**src/rtl/cpu_pkg.sv**
```systemverilog
// Shared CPU-side constants and the constant-fetch state encoding.
package cpu_pkg;

  localparam int ADDR_W = 20;
  localparam int DATA_W = 20;
  localparam int OFF_W  = 12;

  typedef enum logic [1:0] {
    IDLE  = 2'd0,
    ISSUE = 2'd1,
    WAIT  = 2'd2,
    RESP  = 2'd3
  } fetch_state_t;

endpackage

```
**src/rtl/fetch_timer.sv**
```systemverilog
// Loadable/clearable up-counter with a terminal-count flag at TIMEOUT-1.
module fetch_timer #(
  parameter int TIMEOUT = 64,
  parameter int CNT_W   = $clog2(TIMEOUT)
) (
  input  logic             clk,
  input  logic             reset,
  input  logic             clear,
  input  logic             load,
  input  logic [CNT_W-1:0] load_val,
  input  logic             enable,
  output logic             tc
);

  logic [CNT_W-1:0] count;

  assign tc = (count == CNT_W'(TIMEOUT - 1));

  // Saturates at terminal count so a stalled owner never sees the counter wrap.
  always_ff @(posedge clk or negedge reset) begin
    if (!reset) begin
      count <= '0;
    end else if (clear) begin
      count <= '0;
    end else if (load) begin
      count <= load_val;
    end else if (enable && !tc) begin
      count <= count + CNT_W'(1);
    end
  end

endmodule

```
**src/rtl/const_fetch.sv**
```systemverilog
// Constant-pool fetch: base+offset address, single-outstanding memory read,
// bounded by a timeout, returns data or error to the requester.
module const_fetch #(
  parameter int ADDR_W  = cpu_pkg::ADDR_W,
  parameter int DATA_W  = cpu_pkg::DATA_W,
  parameter int OFF_W   = cpu_pkg::OFF_W,
  parameter int TIMEOUT = 64
) (
  input  logic              clk,
  input  logic              reset,
  input  logic [ADDR_W-1:0] base_addr,
  input  logic              req_valid,
  output logic              req_ready,
  input  logic [OFF_W-1:0]  req_offset,
  output logic              mem_req,
  output logic [ADDR_W-1:0] mem_addr,
  input  logic              mem_gnt,
  input  logic              mem_rvalid,
  input  logic [DATA_W-1:0] mem_rdata,
  output logic              rsp_valid,
  input  logic              rsp_ready,
  output logic [DATA_W-1:0] rsp_data,
  output logic              rsp_err
);

  import cpu_pkg::*;

  fetch_state_t    state;
  logic [ADDR_W:0] sum;
  logic            accept;
  logic            timer_clear;
  logic            timer_enable;
  logic            timer_tc;

  // Carry out of the extra top bit flags a pool address past the end of memory.
  assign sum    = {1'b0, base_addr} + {{(ADDR_W + 1 - OFF_W){1'b0}}, req_offset};
  assign accept = req_valid && req_ready;

  assign req_ready = (state == IDLE);
  assign rsp_valid = (state == RESP);

  assign timer_clear  = (state == IDLE) || ((state == ISSUE) && mem_gnt);
  assign timer_enable = (state == ISSUE) || (state == WAIT);

  fetch_timer #(
    .TIMEOUT (TIMEOUT)
  ) u_timer (
    .clk      (clk),
    .reset    (reset),
    .clear    (timer_clear),
    .load     (1'b0),
    .load_val ('0),
    .enable   (timer_enable),
    .tc       (timer_tc)
  );

  always_ff @(posedge clk or negedge reset) begin
    if (!reset) begin
      state    <= IDLE;
      mem_req  <= 1'b0;
      mem_addr <= '0;
      rsp_data <= '0;
      rsp_err  <= 1'b0;
    end else begin
      case (state)
        IDLE: begin
          if (accept) begin
            if (sum[ADDR_W]) begin
              rsp_err  <= 1'b1;
              rsp_data <= '0;
              state    <= RESP;
            end else begin
              mem_addr <= sum[ADDR_W-1:0];
              mem_req  <= 1'b1;
              state    <= ISSUE;
            end
          end
        end
        ISSUE: begin
          // A grant on the terminal-count cycle still wins.
          if (mem_gnt) begin
            mem_req <= 1'b0;
            state   <= WAIT;
          end else if (timer_tc) begin
            mem_req  <= 1'b0;
            rsp_err  <= 1'b1;
            rsp_data <= '0;
            state    <= RESP;
          end
        end
        WAIT: begin
          if (mem_rvalid) begin
            rsp_data <= mem_rdata;
            rsp_err  <= 1'b0;
            state    <= RESP;
          end else if (timer_tc) begin
            rsp_err  <= 1'b1;
            rsp_data <= '0;
            state    <= RESP;
          end
        end
        RESP: begin
          if (rsp_ready) begin
            state <= IDLE;
          end
        end
        default: state <= IDLE;
      endcase
    end
  end

endmodule

```
**config.mk**
```make
export PLATFORM = sky130hd
export DESIGN_NAME = const_fetch
export DESIGN_NICKNAME = d
export VERILOG_FILES = /design/src/rtl/cpu_pkg.sv /design/src/rtl/fetch_timer.sv /design/src/rtl/const_fetch.sv
export SDC_FILE = /design/constraint.sdc
export NUM_CORES = 1
export LEC_CHECK = 0
export CAP_MARGIN = 0
export CORE_MARGIN = 10
export CORE_UTILIZATION = 33
export CTS_CLUSTER_DIAMETER = 30
export CTS_CLUSTER_SIZE = 28
export DETAILED_ROUTE_END_ITERATION = 16
export SYNTH_ARGS = -nofsm -noshare
export SYNTH_HDL_FRONTEND = slang
export SYNTH_SLANG_ARGS = --single-unit
```
**constraint.sdc**
```tcl
create_clock -name clk -period 1.7 [get_ports clk]
set_input_delay 0.255 -clock clk [delete_from_list [all_inputs] [get_ports clk]]
set_output_delay 0.255 -clock clk [all_outputs]
set_load 0.02 [all_outputs]
```
# [Word level (Yosys, flattened, before mapping)]
# Index checks and enable logic that the tools add are counted.
[totals] regBits=50 inputBits=58 wordCells=59
[classes] add_sub_neg=2 n_eq_ne=10 mux=26 bitwise_logic=1 reduce_logical=14
[ops] operator="$mux 20" count=5
[ops] operator="$pmux 20 s3" count=1
[ops] operator="$add 20x12->21" count=1
[ops] operator="$mux 2" count=6
[ops] operator="$mux 6" count=2
[ops] operator="$mux 1" count=9
[ops] operator="$pmux 2 s4" count=1
[ops] operator="$reduce_and 4->1" count=2
[ops] operator="$add 6x1->6 const B" count=1
[ops] operator="$eq 6x6->1 const B" count=1
[ops] operator="$ne 2x1->1 const B" count=3
[ops] operator="$eq 2x2->1 const B" count=2
[ops] operator="$ne 2x2->1 const B" count=2
[ops] operator="$reduce_bool 2->1" count=2
[ops] operator="$logic_and 1x1->1" count=3
[ops] operator="$ne 3x2->1 const B" count=1
[ops] operator="$pmux 1 s3" count=1
[ops] operator="$reduce_and 3->1" count=1
[ops] operator="$reduce_bool 3->1" count=1
[ops] operator="$eq 2x1->1 const B" count=1
[ops] operator="$logic_not 2->1" count=1
[ops] operator="$logic_or 1x1->1" count=2
[ops] operator="$pmux 1 s2" count=1
[ops] operator="$reduce_and 2->1" count=1
[ops] operator="other kinds (2)" count=2

# [Depth between registers and ports, before layout]
[depth] ltp_word=5 depth_mapped=9

# [Hierarchy]
# From an unflattened synthesis, not the netlist that was laid out.
[unflattened] cells_unflattened=320 area_unflattened_um2=3065.4
[by_module_without_submodules] mod="const_fetch" n_inst=1 cells_per_inst=271 area_per_inst_um2=2642.5 seq_area_each_um2=1101.1
[by_module_without_submodules] mod="fetch_timer" n_inst=1 cells_per_inst=49 area_per_inst_um2=422.9 seq_area_each_um2=150.1

# [Least setup slack after synthesis]
# OpenSTA, ideal clock, no wires.
[synth_path] path_type="input -> register" start="input base_addr[9]" end="register mem_addr[10]" setup_ps=127 arrival_ps=2131 required_ps=1573 slack_ps=-559 path_stages=8 n_path_buf=1 cell_sequence="ha_1 a21oi_2 nor2_1 a2111oi_4 a21oi_4 nor2_4 buf_6 mux2_1"
[synth_via] elab_chain_len=3
[synth_lines] element="from (decl)" line="const_fetch.sv:11" text="input logic [ADDR_W-1:0] base_addr,"
[synth_lines] element="$add 20x12->21 (*)" line="const_fetch.sv:36" text="assign sum = {1'b0, base_addr} + {{(ADDR_W + 1 - OFF_W){1'b0}}, req_offset};"
[synth_lines] element="$not 1->1 (no source line)"
[synth_lines] element="$reduce_and 3->1 (no source line)"
[synth_lines] element="to (signal assigned)" line="const_fetch.sv:73" text="mem_addr <= sum[ADDR_W-1:0];"
[synth_lines] element="to (decl)" line="const_fetch.sv:16" text="output logic [ADDR_W-1:0] mem_addr,"
# Mark *: on every way between the ends. The rest lies on a longest branch, timed or not.
# A chain may end at the register's enable or synchronous reset.

# [Worst setup path after layout]
[layout_path] start="input base_addr[7]" end="register rsp_data[17]"
[layout_via] elab_chain_len=3
[layout_lines] element="$add 20x12->21" line="const_fetch.sv:36"
[layout_lines] element="$ne 2x1->1 (no source line)"
[layout_lines] element="$reduce_and 4->1 (no source line)"
[layout_lines] element="to (signal assigned)" line="const_fetch.sv:93" text="rsp_data <= mem_rdata;"
[layout_lines] element="to (decl)" line="const_fetch.sv:22" text="output logic [DATA_W-1:0] rsp_data,"
# No other way between the ends.

==> results.toml <==
[global_route]
grt_overflow = 0
grt_pass1_wl_microns = 15630
grt_max_degree = 29
grt_pass1_vias = 2965
antenna_found_initial = 0
grt_use_total_pct = 14.73

[synthesis]
syn_nets = 337
yosysTopAreaCellShare_pct = 43.80
netlist_instances = 261
avgSynthCellArea_sq_um = 10.94
synth_top_cell_by_area = "dfrtp_1"
ys.flop_type = "dfrtp_1"
async_flop_share_pct = 100.0
yosysWarnings = 0
netlist_top_cells_area = "dfrtp_1, ha_1, a22o_1, mux2_2, mux2_1"
ys_seq_elements = 50
synth.distinct_cells = 54
synth_area_sq_mm = 0.002856
synth-edff-count = 0
ys_seq_area_share_pct = 43.80

[clock_tree]
htreeDepth = 2
cts_buffer_depth = 2
cts_tree = "built"
cts_root_buf = "clkbuf_8"
cts.sinks = 50
clkLatencyLatePin_ns = 0.32
cts.clk_slew.worst_paths_ns = 0.11
cts_buffers = 5

[placement]
portBuffers = 101
dpl.hpwl_microns = 7024
place_congestion = 0.8270

[floorplan]
rows = 33
dieArea_sq_mm = 0.01278
die_w_microns = 113.0
ioPinCount = 102
initial_core_util_pct = 34.42
core_area_sq_mm = 0.008299
die-height_microns = 113.0

[power_and_ir_drop]
p_leak_nw = 2.305
finalPower_w = 0.006921
max-vdd-ir-drop_mv = 0.8625
p_per_area_mw_per_mm2 = 1353

[route]
wl_per_cell_microns = 17.19
drc = 0
routed_wl_microns = 9593
firstDrtPassIters = 4
drt_iter0_markers = 73
vias = 2786
viasPerCell = 4.993
ant_nets = 0

[timing]
period_needed_ns = 2.125
fin_ws_ns = -0.4249
clock_skew_ns = 0.01283
rsz0062_at_grt = "yes"
final-max-slew-violation-count = 0
final_min_period_over_clock_period_pct = 125.0
tightest_slew_ns = 0.6254
setup_viol = 43
slew_headroom_pct = 58.30
setup_tns_ns = -13.95
hold_violations = 0
maxClockFrequency_mhz = 470.6

[worst_setup_path]
critPathArrivalTime_ns = 2.34
endpoint_kind = "flop"
cp-start-kind = "primary input"
crit_type = "primary input to flop"
crit_fanout = 5
worstPathRequired_ns = 1.92
r2r_slack_ns = -0.29

[layout]
nets = 528
drive_above_1_share_pct = 40.84
fill_cells = 715
n_antenna_cell = 0
fin_util_pct = 61.65
regArea_sq_mm = 0.001251
area_growth_syn_to_layout_pct = 79.11
multi_input_area_sq_mm = 0.001841

[flow_run]
maxCapViolations = 0

[run_status]
status = "finished with violations"
violations = "negative setup slack"

[hold_path]
min_path_type = "primary input to flop"
## path summary, 6_finish.rpt
kind,endpoint,depth (start not counted),from
hold reg to reg,rsp_data[15]$_DFFE_PN0P_,1,rsp_data[15]$_DFFE_PN0P_
setup / recovery,rsp_data[17]$_DFFE_PN0P_,13,base_addr[7]
max in group asynchronous,mem_addr[19]$_DFFE_PN0P_,3,reset
hold / removal,mem_addr[0]$_DFFE_PN0P_,3,base_addr[0]
min in group asynchronous,rsp_data[9]$_DFFE_PN0P_,2,reset
setup reg to reg,rsp_data[7]$_DFFE_PN0P_,9,state[1]$_DFFE_PN0P_
## cell usage in the layout, fill, tap and decap left out, types with 3 or more instances in the layout
cell             synthesis  layout
buf_4                    1      72
clkdlybuf4s50_1          0      71
dfrtp_1                 50      50
buf_6                    3      23
nand2_1                 21      20
a22o_1                  20      20
buf_2                    2      15
a21oi_1                 15      12
nor2_1                  13      12
ha_4                     0      11
inv_1                   10      10
xnor2_1                 10      10
mux2_4                   0      10
xor2_1                   8       8
mux2_2                   9       7
o211ai_1                 5       5
o21ai_0                 10       5
ha_1                    17       5
clkbuf_8                 0       5
nand4_1                  4       4
o21ai_1                  0       4
a21oi_2                  1       3
a21o_1                   3       3
a21boi_0                 5       3
dlymetal6s2s_1           0       3
buf_12                   0       3
## sequential cells by signal (all words and copies together), names as in the netlist
name and count:
u_timer.count 6, rsp_data 20, rsp_err 1, state 2
mem_addr 20, mem_req 1
## synth_stat cells (all sizes together) (2+ instances only)
master and count:
and2 2, a22o 20, xnor2 10, xor2 8
o211a 2, a21boi 5, nand3 5, inv 10
and3 4, nand2 21, mux2 17, o22ai 2
o21ai 10, o211ai 5, buf 6, a21oi 17
a21o 3, nor2 14, nor3 2, dfrtp 50
a211oi 2, ha 17, nand4b 2, nor3b 2
nand4 4, o2111a 2, o41ai 2
## metal layers
layer | track usage, % | part of all wire (%) | vias up
met3 | 3.909 | 4.5 | 9
met2 | 23.96 | 50 | 63
met5 | 0 | 0 | -
met1 | 19.08 | 45 | 1356
met4 | 3.215 | 1.2 | 0
li1 | - | - | 1358
## timing repair
| item | CTS | global route |
|---|---|---|
| pin swaps | 37 | 22 |
| resized for setup | 157 | 21 |
| hold buffers | 1 | 0 |
| setup endpoints to repair | 45 | 52 |
| setup buffers | 24 | 7 |
| gates cloned | 4 | 1 |
| endpoints found under the hold margin | 26 | 0 |
## cells by family (layout without fill, tap and decap cells)
family / Yosys count / count (layout) / synth area share (%)
buffers and inverters: 17 / 209 / 3.241
xor gates and xnor gates: 18 / 18 / 5.519
DFF: 50 / 50 / 43.80
adders and majority gates: 18 / 18 / 8.147
and+or+nand+nor: 60 / 60 / 10.51
AOI/OAI and AO/OA: 81 / 81 / 22.08
muxes: 17 / 17 / 6.702
## through the flow
| stage | hold WS, ns | cells | area, sq um | setup WS [ns] |
|---|---|---|---|---|
| 6_report | 0.2829 | 558 | 5116 | -0.4249 |
| 5_1_grt | 0.2852 | 558 | 5116 | -0.4578 |
| 4_1_cts | 0.2825 | 556 | 5116 | -0.5538 |
| 3_5_place_dp | 0.3093 | 520 | 4558 | -1.151 |
| 3_3_place_gp | 0.3050 | 520 | 4558 | -1.098 |
| 2_1_floorplan | -0.04059 | 261 | 3004 | -0.4761 |
## layout make-up
cell class,instances,share of cell area [%]
well taps,105,2.568
clock buffers,5,1.345
clock inverters,3,0.5136
repair buffers,191,34.41
multi-input cells,194,35.97
inverters,10,0.7337
flip-flops and latches,50,24.46
## report_power, final
part | switching, W | total (W) | internal [W]
logic | 0.00194 | 0.00427 | 0.00234
registers | 0.000275 | 0.00189 | 0.00162
clock network | 0.000451 | 0.000755 | 0.000304
## critical path: stages
cell and delay (ns):
buf_6 0.10, ha_4 0.24, a21oi_4 0.18, nor2_4 0.06
a2111oi_4 0.27, buf_4 0.18, buf_6 0.09, a211oi_4 0.05
buf_4 0.13, o2111a_2 0.29, buf_6 0.15, buf_12 0.12
a22o_1 0.21
Power figures use the tool's default switching activity.
